$ cat config.mk
export PLATFORM = sky130hd
export DESIGN_NAME = alu_pipe_flat
export DESIGN_NICKNAME = d
export VERILOG_FILES = /design/src/rtl/alu_pipe_if.sv /design/src/rtl/alu_pipe.sv /design/src/flat_wrapper.sv
export SDC_FILE = /design/constraint.sdc
export NUM_CORES = 1
export LEC_CHECK = 0
export ABC_CLOCK_PERIOD_IN_PS = 3800
export BUFFER_PORTS_ARGS = -buffer_cell sky130_fd_sc_hd__buf_2
export CELL_PAD_IN_SITES_DETAIL_PLACEMENT = 1
export CELL_PAD_IN_SITES_GLOBAL_PLACEMENT = 1
export CORE_ASPECT_RATIO = 0.9
export CORE_MARGIN = 4
export CORE_UTILIZATION = 49
export CTS_BUF_LIST = sky130_fd_sc_hd__clkbuf_16
export DETAILED_ROUTE_END_ITERATION = 10
export PLACE_DENSITY_LB_ADDON = 0.1
export REMOVE_ABC_BUFFERS = 1
export SLEW_MARGIN = 25
export SYNTH_ARGS = -nofsm -noshare
export SYNTH_HDL_FRONTEND = slang
export SYNTH_SLANG_ARGS = --single-unit
$ cat constraint.sdc
create_clock -name clk -period 3.8 [get_ports clk]
set_clock_uncertainty 0.2 [all_clocks]
set_input_delay 0.19 -clock clk [delete_from_list [all_inputs] [get_ports clk]]
set_output_delay 0.19 -clock clk [all_outputs]
set_load 0.02 [all_outputs]
$ cat src/rtl/alu_pipe_if.sv
// Opcode encodings and the issue/CDB bundle shared by the ALU and its neighbours.
// Ports: master = RS + CDB side (drives op, operands, flush, yumi_in);
//        slave = ALU side (drives ready and the out_* packet).
package alu_pipe_pkg;
  // Bit 2 set selects the subtract datapath (SUB, SLT, SLTU and unknowns 0111/11xx).
  typedef enum logic [3:0] {
    ALU_ADD  = 4'b0000,
    ALU_XOR  = 4'b0001,
    ALU_OR   = 4'b0010,
    ALU_AND  = 4'b0011,
    ALU_SUB  = 4'b0100,
    ALU_SLT  = 4'b0101,
    ALU_SLTU = 4'b0110,
    ALU_SLL  = 4'b1000,
    ALU_SRL  = 4'b1001,
    ALU_SRA  = 4'b1010
  } alu_op_e;

  typedef enum logic [2:0] {
    BR_NONE = 3'd0,
    BR_EQ   = 3'd1,
    BR_NE   = 3'd2,
    BR_LT   = 3'd3,
    BR_GE   = 3'd4,
    BR_LTU  = 3'd5,
    BR_GEU  = 3'd6
  } br_type_e;
endpackage

interface alu_pipe_if #(
  parameter int WIDTH = 32,
  parameter int ROB_W = 4
);
  logic             valid_in;
  logic             ready;
  logic [3:0]       ALUop;
  logic [2:0]       branch_type;
  logic             load;
  logic [ROB_W-1:0] rs_rob_entry;
  logic [WIDTH-1:0] rs1;
  logic [WIDTH-1:0] rs2;
  logic             flush;
  logic             yumi_in;
  logic             valid_out;
  logic [WIDTH-1:0] out_result;
  logic [ROB_W-1:0] out_rob;
  logic             out_branch;
  logic             out_load_step1;

  modport master (
    output valid_in, ALUop, branch_type, load, rs_rob_entry, rs1, rs2, flush, yumi_in,
    input  ready, valid_out, out_result, out_rob, out_branch, out_load_step1
  );

  modport slave (
    input  valid_in, ALUop, branch_type, load, rs_rob_entry, rs1, rs2, flush, yumi_in,
    output ready, valid_out, out_result, out_rob, out_branch, out_load_step1
  );
endinterface

$ cat src/rtl/alu_pipe.sv
// Pipelined integer ALU: computes at issue, carries the packet through STAGES registers to the CDB.
// Latency STAGES cycles, 1 op/cycle; valid/yumi at the output, bubbles collapse, ready drops only when all stages hold ops.
// Ports: clk, reset (async active-low), bus (alu_pipe_if.slave: issue op/operands, flush, yumi_in in; ready, out_* out).
module alu_pipe
  import alu_pipe_pkg::*;
#(
  parameter int WIDTH  = 32,
  parameter int ROB_W  = 4,
  parameter int STAGES = 2
) (
  input  logic      clk,
  input  logic      reset,
  alu_pipe_if.slave bus
);
  localparam int SH_W = $clog2(WIDTH);

  typedef struct packed {
    logic [WIDTH-1:0] result;
    logic [ROB_W-1:0] rob;
    logic             branch;
    logic             load;
  } pkt_t;

  // ---------------- issue-side compute ----------------
  logic             sub;
  logic [WIDTH-1:0] b_opnd;
  logic [WIDTH:0]   sum_full;
  logic [WIDTH-1:0] sum;
  logic             carry, flag_n, flag_z, flag_v, lt;
  logic [SH_W-1:0]  shamt;
  pkt_t             in_pkt;

  assign sub      = bus.ALUop[2];
  assign b_opnd   = sub ? ~bus.rs2 : bus.rs2;
  // Subtract as rs1 + ~rs2 + 1 in WIDTH+1 bits so carry=1 means "no borrow".
  assign sum_full = {1'b0, bus.rs1} + {1'b0, b_opnd} + {{WIDTH{1'b0}}, sub};
  assign sum      = sum_full[WIDTH-1:0];
  assign carry    = sum_full[WIDTH];
  assign flag_n   = sum[WIDTH-1];
  assign flag_z   = (sum == '0);
  // Carry-in to msb xor carry-out: operands agree in sign but the sum does not.
  assign flag_v   = (bus.rs1[WIDTH-1] == b_opnd[WIDTH-1]) && (flag_n != bus.rs1[WIDTH-1]);
  assign lt       = flag_n ^ flag_v;
  assign shamt    = bus.rs2[SH_W-1:0];

  always_comb begin
    in_pkt      = '0;
    in_pkt.rob  = bus.rs_rob_entry;
    in_pkt.load = bus.load;
    case (bus.ALUop)
      ALU_SLT:  in_pkt.result = {{(WIDTH-1){1'b0}}, lt};
      ALU_SLTU: in_pkt.result = {{(WIDTH-1){1'b0}}, ~carry};
      ALU_XOR:  in_pkt.result = bus.rs1 ^ bus.rs2;
      ALU_OR:   in_pkt.result = bus.rs1 | bus.rs2;
      ALU_AND:  in_pkt.result = bus.rs1 & bus.rs2;
      ALU_SLL:  in_pkt.result = bus.rs1 << shamt;
      ALU_SRL:  in_pkt.result = bus.rs1 >> shamt;
      ALU_SRA:  in_pkt.result = WIDTH'($signed(bus.rs1) >>> shamt);
      default:  in_pkt.result = sum;
    endcase
    case (bus.branch_type)
      BR_EQ:   in_pkt.branch = flag_z;
      BR_NE:   in_pkt.branch = ~flag_z;
      BR_LT:   in_pkt.branch = lt;
      BR_GE:   in_pkt.branch = ~lt;
      BR_LTU:  in_pkt.branch = ~carry;
      BR_GEU:  in_pkt.branch = carry;
      default: in_pkt.branch = 1'b0;
    endcase
  end

  // ---------------- pipeline ----------------
  pkt_t              stg_q [STAGES];
  pkt_t              stg_d [STAGES];
  logic [STAGES-1:0] v_q, v_d, adv;
  logic              hs;

  // Stage i can advance unless it and every stage after it are full and the CDB is not taking.
  // Stages below i are forced to 1 by the mask so only the tail [STAGES-1:i] is tested.
  always_comb begin
    adv = '0;
    for (int i = 0; i < STAGES; i++) begin
      adv[i] = bus.yumi_in | ~(&(v_q | ((STAGES'(1) << i) - STAGES'(1))));
    end
  end

  assign bus.ready = adv[0] & ~bus.flush & reset;
  assign hs        = bus.valid_in & bus.ready;

  always_comb begin
    v_d   = v_q;
    stg_d = stg_q;
    if (bus.flush) begin
      // Data registers keep their contents; only occupancy is squashed.
      v_d = '0;
    end else begin
      for (int i = STAGES - 1; i > 0; i--) begin
        if (adv[i]) begin
          v_d[i] = v_q[i-1];
          if (v_q[i-1]) stg_d[i] = stg_q[i-1];
        end
      end
      if (adv[0]) begin
        v_d[0] = hs;
        if (hs) stg_d[0] = in_pkt;
      end
    end
  end

  always_ff @(posedge clk or negedge reset) begin
    if (!reset) begin
      v_q <= '0;
      for (int i = 0; i < STAGES; i++) stg_q[i] <= '0;
    end else begin
      v_q <= v_d;
      for (int i = 0; i < STAGES; i++) stg_q[i] <= stg_d[i];
    end
  end

  assign bus.valid_out      = v_q[STAGES-1];
  assign bus.out_result     = stg_q[STAGES-1].result;
  assign bus.out_rob        = stg_q[STAGES-1].rob;
  assign bus.out_branch     = stg_q[STAGES-1].branch;
  assign bus.out_load_step1 = stg_q[STAGES-1].load;
endmodule

$ cat src/flat_wrapper.sv
// flat-port wrapper written by rule: the top's interface ports become plain ports
module alu_pipe_flat import alu_pipe_pkg::*;
#(
  parameter int WIDTH  = 32,
  parameter int ROB_W  = 4,
  parameter int STAGES = 2
)
  (clk, reset, bus_valid_in, bus_ALUop, bus_branch_type, bus_load, bus_rs_rob_entry, bus_rs1, bus_rs2, bus_flush, bus_yumi_in, bus_ready, bus_valid_out, bus_out_result, bus_out_rob, bus_out_branch, bus_out_load_step1);
  alu_pipe_if #(.WIDTH(WIDTH), .ROB_W(ROB_W)) bus_i ();
  input  logic clk;
  input  logic reset;
  input wire logic [$bits(bus_i.valid_in)-1:0] bus_valid_in;
  input wire logic [$bits(bus_i.ALUop)-1:0] bus_ALUop;
  input wire logic [$bits(bus_i.branch_type)-1:0] bus_branch_type;
  input wire logic [$bits(bus_i.load)-1:0] bus_load;
  input wire logic [$bits(bus_i.rs_rob_entry)-1:0] bus_rs_rob_entry;
  input wire logic [$bits(bus_i.rs1)-1:0] bus_rs1;
  input wire logic [$bits(bus_i.rs2)-1:0] bus_rs2;
  input wire logic [$bits(bus_i.flush)-1:0] bus_flush;
  input wire logic [$bits(bus_i.yumi_in)-1:0] bus_yumi_in;
  output wire logic [$bits(bus_i.ready)-1:0] bus_ready;
  output wire logic [$bits(bus_i.valid_out)-1:0] bus_valid_out;
  output wire logic [$bits(bus_i.out_result)-1:0] bus_out_result;
  output wire logic [$bits(bus_i.out_rob)-1:0] bus_out_rob;
  output wire logic [$bits(bus_i.out_branch)-1:0] bus_out_branch;
  output wire logic [$bits(bus_i.out_load_step1)-1:0] bus_out_load_step1;
  assign bus_i.valid_in = bus_valid_in;
  assign bus_i.ALUop = bus_ALUop;
  assign bus_i.branch_type = bus_branch_type;
  assign bus_i.load = bus_load;
  assign bus_i.rs_rob_entry = bus_rs_rob_entry;
  assign bus_i.rs1 = bus_rs1;
  assign bus_i.rs2 = bus_rs2;
  assign bus_i.flush = bus_flush;
  assign bus_i.yumi_in = bus_yumi_in;
  assign bus_ready = bus_i.ready;
  assign bus_valid_out = bus_i.valid_out;
  assign bus_out_result = bus_i.out_result;
  assign bus_out_rob = bus_i.out_rob;
  assign bus_out_branch = bus_i.out_branch;
  assign bus_out_load_step1 = bus_i.out_load_step1;
  alu_pipe #(.WIDTH(WIDTH), .ROB_W(ROB_W), .STAGES(STAGES)) u_core (.clk(clk), .reset(reset), .bus(bus_i));
endmodule
Yosys cells after proc, flatten, opt, wreduce, memory -nomap -nowiden
Index checks and enable logic that the tools add are counted.
{"block": "word_totals", "wordCells": 60, "rom_bits": 0, "mem_bits_rw": 0, "memories": 0, "in_bits": 81, "output_inout_bits": 40, "regBits": 78, "latch_bits": 0}
{"block": "classes", "bitwise_logic": 16, "mul": 0, "n_lt_le_gt_ge": 0, "n_shift": 3, "n_reduce_logical": 7, "n_eq_ne": 16, "n_div": 0, "add_sub_neg": 2, "n_mux": 6}
{"op": "32-bit one-hot mux with 8 select lines", "count": 1}
{"op": "32-bit by 32-bit adder with 33-bit output", "count": 1}
{"op": "33-bit by 1-bit adder with 33-bit output", "count": 1}
{"op": "32-bit bitwise AND", "count": 1}
{"op": "32-bit zero test", "count": 1}
{"op": "32-bit two-way mux", "count": 1}
{"op": "32-bit inverter", "count": 1}
{"op": "32-bit OR", "count": 1}
{"op": "32-bit by 5-bit << shifter with 32-bit output", "count": 1}
{"op": "32-bit by 5-bit >> shifter with 32-bit output", "count": 1}
{"op": "32-bit by 5-bit >>> shifter with 32-bit output", "count": 1}
{"op": "32-bit bitwise XOR", "count": 1}
{"op": "4-bit equality test, second input constant", "count": 3}
{"op": "3-bit equality test, second input constant", "count": 3}
{"op": "4-bit by 2-bit equality test with 1-bit output, second input constant", "count": 2}
{"op": "4-bit by 3-bit equality test with 1-bit output, second input constant", "count": 2}
{"op": "3-bit by 2-bit equality test with 1-bit output, second input constant", "count": 2}
{"op": "1-bit inverter", "count": 6}
{"op": "1-bit one-hot mux with 6 select lines", "count": 1}
{"op": "3-bit AND reduction", "count": 2}
{"op": "4-bit by 1-bit equality test with 1-bit output, second input constant", "count": 1}
{"op": "2-bit nonzero test", "count": 2}
{"op": "1-bit bitwise AND", "count": 3}
{"op": "3-bit by 1-bit equality test with 1-bit output, second input constant", "count": 1}
{"op": "8 further kinds", "count": 10}

Logic depth before layout (Yosys ltp)
Gate-level depths: netlist (run 1).
{"block": "logic_depth", "ltp_word": 9, "depth_mapped": 17, "depth_no_buf": 14}

Least setup slack after synthesis (run 1)
OpenSTA, ideal clock, no wires.
{"block": "synth_path", "kind": "input -> register", "from": "input port bus_rs2[1]", "to": "register, netlist name u_core.stg_q[39]", "required_ns": 3.463, "slack_ns": -0.462, "t_arrival_ns": 3.925, "stages": 17, "path_buffers": 3, "cell_sequence": "clkbuf_1 clkbuf_1 clkbuf_1 xor2_1 inv_1 fa_1 nor2b_1 o2111ai_2 nand2_1 xor2_1 or4b_1 nor4_1 nand4_1 or4_4 nor4_4 mux2i_1 o311ai_1"}
{"block": "synth_between", "elab_chain_len": 9}
{"element": "start: declaration", "line_no": "flat_wrapper.sv:18", "text": "input wire logic [$bits(bus_i.rs2)-1:0] bus_rs2;"}
{"element": "32-bit inverter", "line_no": "alu_pipe.sv:34", "text": "assign b_opnd = sub ? ~bus.rs2 : bus.rs2;"}
{"element": "32-bit two-way mux (*)", "line_no": "alu_pipe.sv:34"}
{"element": "32-bit by 32-bit adder with 33-bit output (*)", "line_no": "alu_pipe.sv:36", "text": "assign sum_full = {1'b0, bus.rs1} + {1'b0, b_opnd} + {{WIDTH{1'b0}}, sub};"}
{"element": "33-bit by 1-bit adder with 33-bit output (*)", "line_no": "alu_pipe.sv:36"}
{"element": "1-bit inequality test", "line_no": "alu_pipe.sv:42", "text": "assign flag_v = (bus.rs1[WIDTH-1] == b_opnd[WIDTH-1]) && (flag_n != bus.rs1[WIDTH-1]);"}
{"element": "1-bit logical AND", "line_no": "alu_pipe.sv:42"}
{"element": "1-bit bitwise XOR", "line_no": "alu_pipe.sv:43", "text": "assign lt = flag_n ^ flag_v;"}
{"element": "1-bit inverter", "line_no": "alu_pipe.sv:65", "text": "BR_GE: in_pkt.branch = ~lt;"}
{"element": "1-bit one-hot mux with 6 select lines (*)", "line_no": "alu_pipe.sv:61", "text": "case (bus.branch_type)"}
Every way passes the cells marked *; elsewhere a longest branch is shown, timed or not.
A chain may end at the register's enable or synchronous reset.

Worst setup path after layout (run 1)
{"block": "layout_path", "from": "input port bus_ALUop[2]", "to": "register, netlist name u_core.stg_q[39]"}
{"block": "layout_between", "elab_chain_len": 8}
{"element": "start: declaration", "line_no": "flat_wrapper.sv:13", "text": "input wire logic [$bits(bus_i.ALUop)-1:0] bus_ALUop;"}
{"element": "32-bit two-way mux", "line_no": "alu_pipe.sv:34"}
{"element": "32-bit by 32-bit adder with 33-bit output", "line_no": "alu_pipe.sv:36"}
{"element": "33-bit by 1-bit adder with 33-bit output", "line_no": "alu_pipe.sv:36"}
{"element": "1-bit inequality test", "line_no": "alu_pipe.sv:42"}
{"element": "1-bit logical AND", "line_no": "alu_pipe.sv:42"}
{"element": "1-bit bitwise XOR", "line_no": "alu_pipe.sv:43"}
{"element": "1-bit inverter", "line_no": "alu_pipe.sv:65"}
{"element": "1-bit one-hot mux with 6 select lines (*)", "line_no": "alu_pipe.sv:61"}
Marks and branches as above.

==> out/metrics.yaml, run 1 <==
synth_area_leaders: "dfrtp_1 19%, ha_1 12%, mux2i_1 7.1%, o21ai_0 6.2%, nand2_1 5.1%"
track_usage_pct: 38.6
ys_ff_latch: 78
hp-class: "in -> reg"
timing.slew.headroom_pct: 25.1
antenna_found_initial: 1
synth_area_mm2: 0.0105
route.vias.total: 12124
worst_r2r_endpoint: "u_core.stg_q[54]"
diodes: 0
area_growth_pct: 25.1
worst_pin_slew_ns: 1.09
path_buf_inv: 5
first_pass_iters: 6
n_fill_cell: 2602
cp_max_fo: 7
drc: 0
synthMostInstantiatedCell: "nand2_1"
dp_slack_ns: -0.481
gp_congestion: 1.00
clock_latency_ns: 0.35
async_flop_share_pct: 100
avgRoutedWirePerCell_um: 26.1
cts_root_buf: "clkbuf_16"
first_global_vias: 12524
critical-path-top-delay-family: "simple AND/OR/NAND/NOR gates"
cp-start-kind: "input port"
viasPerCell: 6.50
dieArea_mm2: 0.0239
setup_viol: 0
rsz0062_at_grt: "yes"
max_stage_delay_ns: 0.53
crit_chain: "buf_6, buf_4, xor2_2, ha_4, buf_4, buf_4, o2111ai_4, nand2_2, xor2_2, or4b_4, nor4_4, buf_4, nand4_1, or4_4, nor4_4, mux2i_1, o311ai_1"
vdd_drop_max_uv: 282
cts_tree: "done"
yosysTopAreaCell: "dfrtp_1"
placement.io_buffers: 120
drtAntennaViolNets: 0
first_iter_violations: 1355
crit_arrival_ns: 3.84
yosys_warnings: 0
yosysUniqueCellTypes: 77
place_area_mm2: 0.0124
grt_max_degree: 97
clk_pin_slew_worst_paths_ns: 0.07
status: "finished, final reports clean"
min_period_ns: 3.79
drive_gt1_share_pct: 29.0
initial_core_util_pct: 50.3
synthDominantCellAreaShare_pct: 18.5
synth_edf_count: 0
cts_buffer_depth: 2
final_nets: 1755
slew_viol_final: 0
path_common_cell: "buf_4"
cts_sinks: 78
path_depth: 17
die_x_um: 163
ff2ff_path_depth: 6
hold_violations: 0
dieHeight_um: 147
ys_seq_area_share_pct: 18.5
met2_usage_pct: 62.7
busiest_layer: "met2"
ys.flop_type: "dfrtp_1"
p_per_area_mw_per_mm2: 364
synth_area_per_cell_um2: 7.76
io_pins: 121
syn_inst: 1359
grt_overflow: 0
path_class: "in -> reg"
max_freq_mhz: 264
grt_use_met1_pct: 50.1
timing.final.ws_setup_ns: 0.0106
r2r_start: "u_core.v_q[1]"
crit_start: "bus_ALUop[2]"
required_ns: 3.85
numCtsBuffers: 9
core_area_mm2: 0.0210
rows: 50
grt_pass1_wl_mm: 72.3
crit_end: "u_core.stg_q[39]"
r2r_slack_ns: 0.77
leakage_nw: 6.34
h-tree-depth: 3
cpMaxStageDelayCell: "or4b_4"
use_met3_pct: 7.85
cap_viol_max_count: 0
place_hpwl_mm: 37.0
final_area_mm2: 0.0132
yosys-top-cells-count: "142 x nand2_1, 130 x o21ai_0, 116 x nor2_1"
period_share_pct: 99.7
routed_wl_mm: 48.7
total_power_mw: 4.79
end_kind: "flip-flop"
==> per-stage QoR <==
stage	hold WS [ns]	std cells	utilization, %	TNS, ns
3_5_place_dp	-0.0991	1832	59.2	-1.22
4_1_cts	0.0405	1856	61.2	0
5_1_grt	0.0821	1866	62.9	-0.0969
6_report	0.0563	1866	62.9	0
3_3_place_gp	-0.108	1832	59.2	-0.818
2_1_floorplan	-0.306	1234	-	-15.89
==> cell type report <==
type / count / area, um2 / share of cell area, %
flip-flops and latches: 78 / 1950 / 14.8
clock inverters: 7 / 72.6 / 0.550
repair buffers: 330 / 2280 / 17.3
multi-input cells: 1077 / 8010 / 60.7
inverters: 79 / 297 / 2.25
clock buffers: 9 / 225 / 1.71
well taps: 286 / 358 / 2.71
==> registers in the layout, indices dropped and copies added (netlist names) <==
register,cells
u_core.bus.out_branch,1
u_core.bus.out_load_step1,1
u_core.bus.out_result,32
u_core.bus.out_rob,4
u_core.stg_q,38
u_core.v_q,2
==> logic make-up after synthesis <==
kind of cell / synth area share (%)
xor gates and xnor gates: 4.49
and+or+nand+nor: 15.6
DFF: 18.5
AOI/OAI and AO/OA: 26.1
buffers and inverters: 8.62
muxes: 14.9
adders and majority gates: 11.8
==> power breakdown <==
group	internal [mW]	switching (mW)	total, mW
sequential	1.07	0.151	1.22
clock	0.511	0.380	0.891
combinational	1.10	1.58	2.68
==> layer usage <==
metal  part of all wire, %  vias to the layer above
met3                   9.5                      178
met1                    40                     5960
met5                 0.014                        -
met2                    46                      660
met4                   4.6                        2
li1                      -                     5324
==> timing repair <==
item | CTS | global route
hold endpoints to repair | 27 | 0
setup endpoints to repair | 2 | 4
setup buffers | 0 | 10
resized for setup | 7 | 56
hold buffers | 8 | 0
pin swaps | 0 | 25
==> worst register-to-register path: stages, from the launching register on <==
cell and delay (ns):
dfrtp_1 0.37, nor2b_1 0.20, a21oi_1 0.32, nand2_2 0.45, a2111oi_0 1.03, buf_4 0.26, a2bb2oi_1 0.06
==> how the worst min path moves through the flow <==
stage	depth (start not counted)	endpoint	start
floorplan	0	u_core.bus.out_branch	reset
global placement	1	u_core.bus.out_result[3]	reset
detailed placement	1	u_core.stg_q[47]	reset
CTS	4	u_core.stg_q[39]	bus_branch_type[0]
global route	4	u_core.v_q[0]	bus_yumi_in
finish	4	u_core.stg_q[39]	bus_branch_type[0]
==> layout by cell type (no fill, tap or decap), drive strengths merged, types with 8 or more instances in the layout <==
cell type	count
o22ai	11
mux2	45
inv	79
nand2	142
a21o	18
o2111ai	9
nand2b	15
o211ai	23
nand4	13
nor3	22
o21ai	134
a21oi	93
o31ai	14
dlygate4sd3	8
clkbuf	9
a22oi	16
or3	9
dfrtp	78
buf	322
mux4	13
xnor2	13
nor2	116
mux2i	76
ha	98
nand3	17
xor2	41
a221oi	21
a211oi	17
(Power assumes the default switching activity.)
==> run 2, diff against run 1 <==
--- a/config.mk
+++ b/config.mk
@@ -15,6 +15,7 @@
 export CTS_BUF_LIST = sky130_fd_sc_hd__clkbuf_16
 export DETAILED_ROUTE_END_ITERATION = 10
 export PLACE_DENSITY_LB_ADDON = 0.1
+export RECOVER_POWER = 100
 export REMOVE_ABC_BUFFERS = 1
 export SLEW_MARGIN = 25
 export SYNTH_ARGS = -nofsm -noshare
==> out/metrics.yaml, run 2 (synthesis gave the netlist of run 1 again) <==
min_to: "u_core.v_q[0]"
grt_max_degree: 97  # unchanged
hold_violations: 0  # unchanged
placement.io_buffers: 120  # unchanged
routed_wl_mm: 48.8  # about the same
clock_latency_ns: 0.35  # about the same
cp_max_fo: 7  # unchanged
rows: 50  # unchanged
slew_viol_final: 0  # unchanged
period_share_pct: 99.7  # about the same
area_growth_pct: 24.5
dieHeight_um: 147  # unchanged
min_period_ns: 3.79  # +0.000691 ns
layout_commonest_cell: "buf_4"
avgRoutedWirePerCell_um: 26.1  # about the same
p_per_area_mw_per_mm2: 362  # -0.32%
vdd_drop_max_uv: 269  # -4.6%
rsz0062_at_grt: "yes"
dieArea_mm2: 0.0239  # unchanged
final-seq-area_mm2: 0.00195  # unchanged
core_area_mm2: 0.0210  # unchanged
place_hpwl_mm: 37.0  # unchanged
leakage_nw: 6.19  # -2.3%
setup_viol: 0  # unchanged
end_kind: "flip-flop"
min-delay-start: "bus_yumi_in"
clk_pin_slew_worst_paths_ns: 0.07  # about the same
drc: 0  # unchanged
final_util_pct: 62.6  # -0.30 points
timing.slew.headroom_pct: 2.38  # -23 points
worst_r2r_endpoint: "u_core.stg_q[54]"
viasPerCell: 6.50  # about the same
multi_input_area_mm2: 0.00800  # about the same
crit_arrival_ns: 3.83  # about the same
io_pins: 121  # unchanged
cp-start-kind: "input port"
track_usage_pct: 38.6  # unchanged
route.vias.total: 12131  # +0.058%
status: "finished, final reports clean"
drive_gt1_share_pct: 26.3  # -2.7 points
grt_overflow: 0  # unchanged
regMostFlops: "u_core.stg_q"
r2r_slack_ns: 0.80  # +0.03 ns
largest_reg_flops: 38  # unchanged
numCtsBuffers: 9  # unchanged
ff2ff_path_depth: 6  # unchanged
cts_tree: "done"
cts_buffer_depth: 2  # unchanged
r2r_start: "u_core.v_q[1]"
cap_viol_max_count: 0  # unchanged
dp_slack_ns: -0.481  # unchanged
hp-class: "in -> reg"
max_freq_mhz: 264  # about the same
antenna_found_initial: 1  # unchanged
first_pass_iters: 6  # unchanged
hold_depth: 4  # unchanged
h-tree-depth: 3  # unchanged
gp_congestion: 1.00  # unchanged
required_ns: 3.84  # about the same
n_fill_cell: 2629  # +1.0%
timing.final.ws_setup_ns: 0.00992  # -0.000691 ns
grt_pass1_wl_mm: 72.3  # unchanged
die_x_um: 163  # unchanged
diodes: 0  # unchanged
final_nets: 1755  # unchanged
drtAntennaViolNets: 0  # unchanged
first_global_vias: 12524  # unchanged
first_iter_violations: 1418  # +4.6%
path_class: "in -> reg"
worst_pin_slew_ns: 1.46  # +0.370 ns
most-common-layout-cells: "191 x buf_4, 137 x nand2_1, 129 x o21ai_0, 115 x nor2_1, 96 x ha_1"
cts_root_buf: "clkbuf_16"
cts_sinks: 78  # unchanged
initial_core_util_pct: 50.3  # unchanged
## run 2: routing by layer
layer  wire, um  vias up  track usage (%)
li1           -     5333                -
met5          7        -                0
met4       2320        2             16.2
met2      22200      672             62.7
met3       4420      186             7.85
met1      19800     5938             50.1
## run 2: worst max-delay path by stage
stage                        startpoint                    end  depth (start not counted)
after floorplan           u_core.v_q[1]  u_core.bus.out_branch                          3
after global placement     bus_ALUop[2]       u_core.stg_q[75]                         16
after detailed placement   bus_ALUop[2]       u_core.stg_q[39]                         16
after CTS                  bus_ALUop[2]       u_core.stg_q[39]                         18
after global routing       bus_ALUop[2]       u_core.stg_q[39]                         17
final                      bus_ALUop[2]       u_core.stg_q[39]                         17
## run 2: repair_timing
action	4_1_cts	5_1_grt
endpoints found under the setup margin	2	4
resized for setup	7	56
pin swaps	0	25
setup buffers	0	10
endpoints found under the hold margin	27	0
hold buffers	8	0
## run 2: critical path: stages
cell and delay (ns):
buf_6 0.12, buf_4 0.16, xor2_2 0.28, ha_4 0.28
buf_4 0.14, buf_4 0.13, o2111ai_4 0.10, nand2_2 0.10
xor2_2 0.17, or4b_4 0.53, nor4_4 0.27, buf_4 0.16
nand4_1 0.10, or4_4 0.52, nor4_4 0.16, mux2i_1 0.11
o311ai_1 0.30
## run 2: where the power goes
part | internal [mW] | switching, mW
Combinational | 1.06 | 1.58
Clock | 0.511 | 0.377
Sequential | 1.07 | 0.156
Total | 2.64 | 2.11
## run 2: cell type report
cell class,instances,area share (%)
inverter,79,2.26
timing repair buffer,330,16.9
multi-input combinational,1077,61.0
sequential,78,14.9
clock inverter,7,0.553
tap,286,2.73
clock buffer,9,1.72
## run 2: per-stage QoR
step | instance area [um2] | TNS [ns] | cells | total power [mW] | hold slack [ns]
2_1_floorplan | 9930 | -15.89 | 1234 | 2.45 | -0.306
3_3_place_gp | 12400 | -0.818 | 1832 | 3.53 | -0.108
3_5_place_dp | 12400 | -1.22 | 1832 | 3.67 | -0.0991
4_1_cts | 12800 | 0 | 1856 | 4.61 | 0.0405
5_1_grt | 13100 | -0.0969 | 1866 | 4.99 | 0.0719
6_report | 13100 | 0 | 1866 | 4.76 | 0.0411
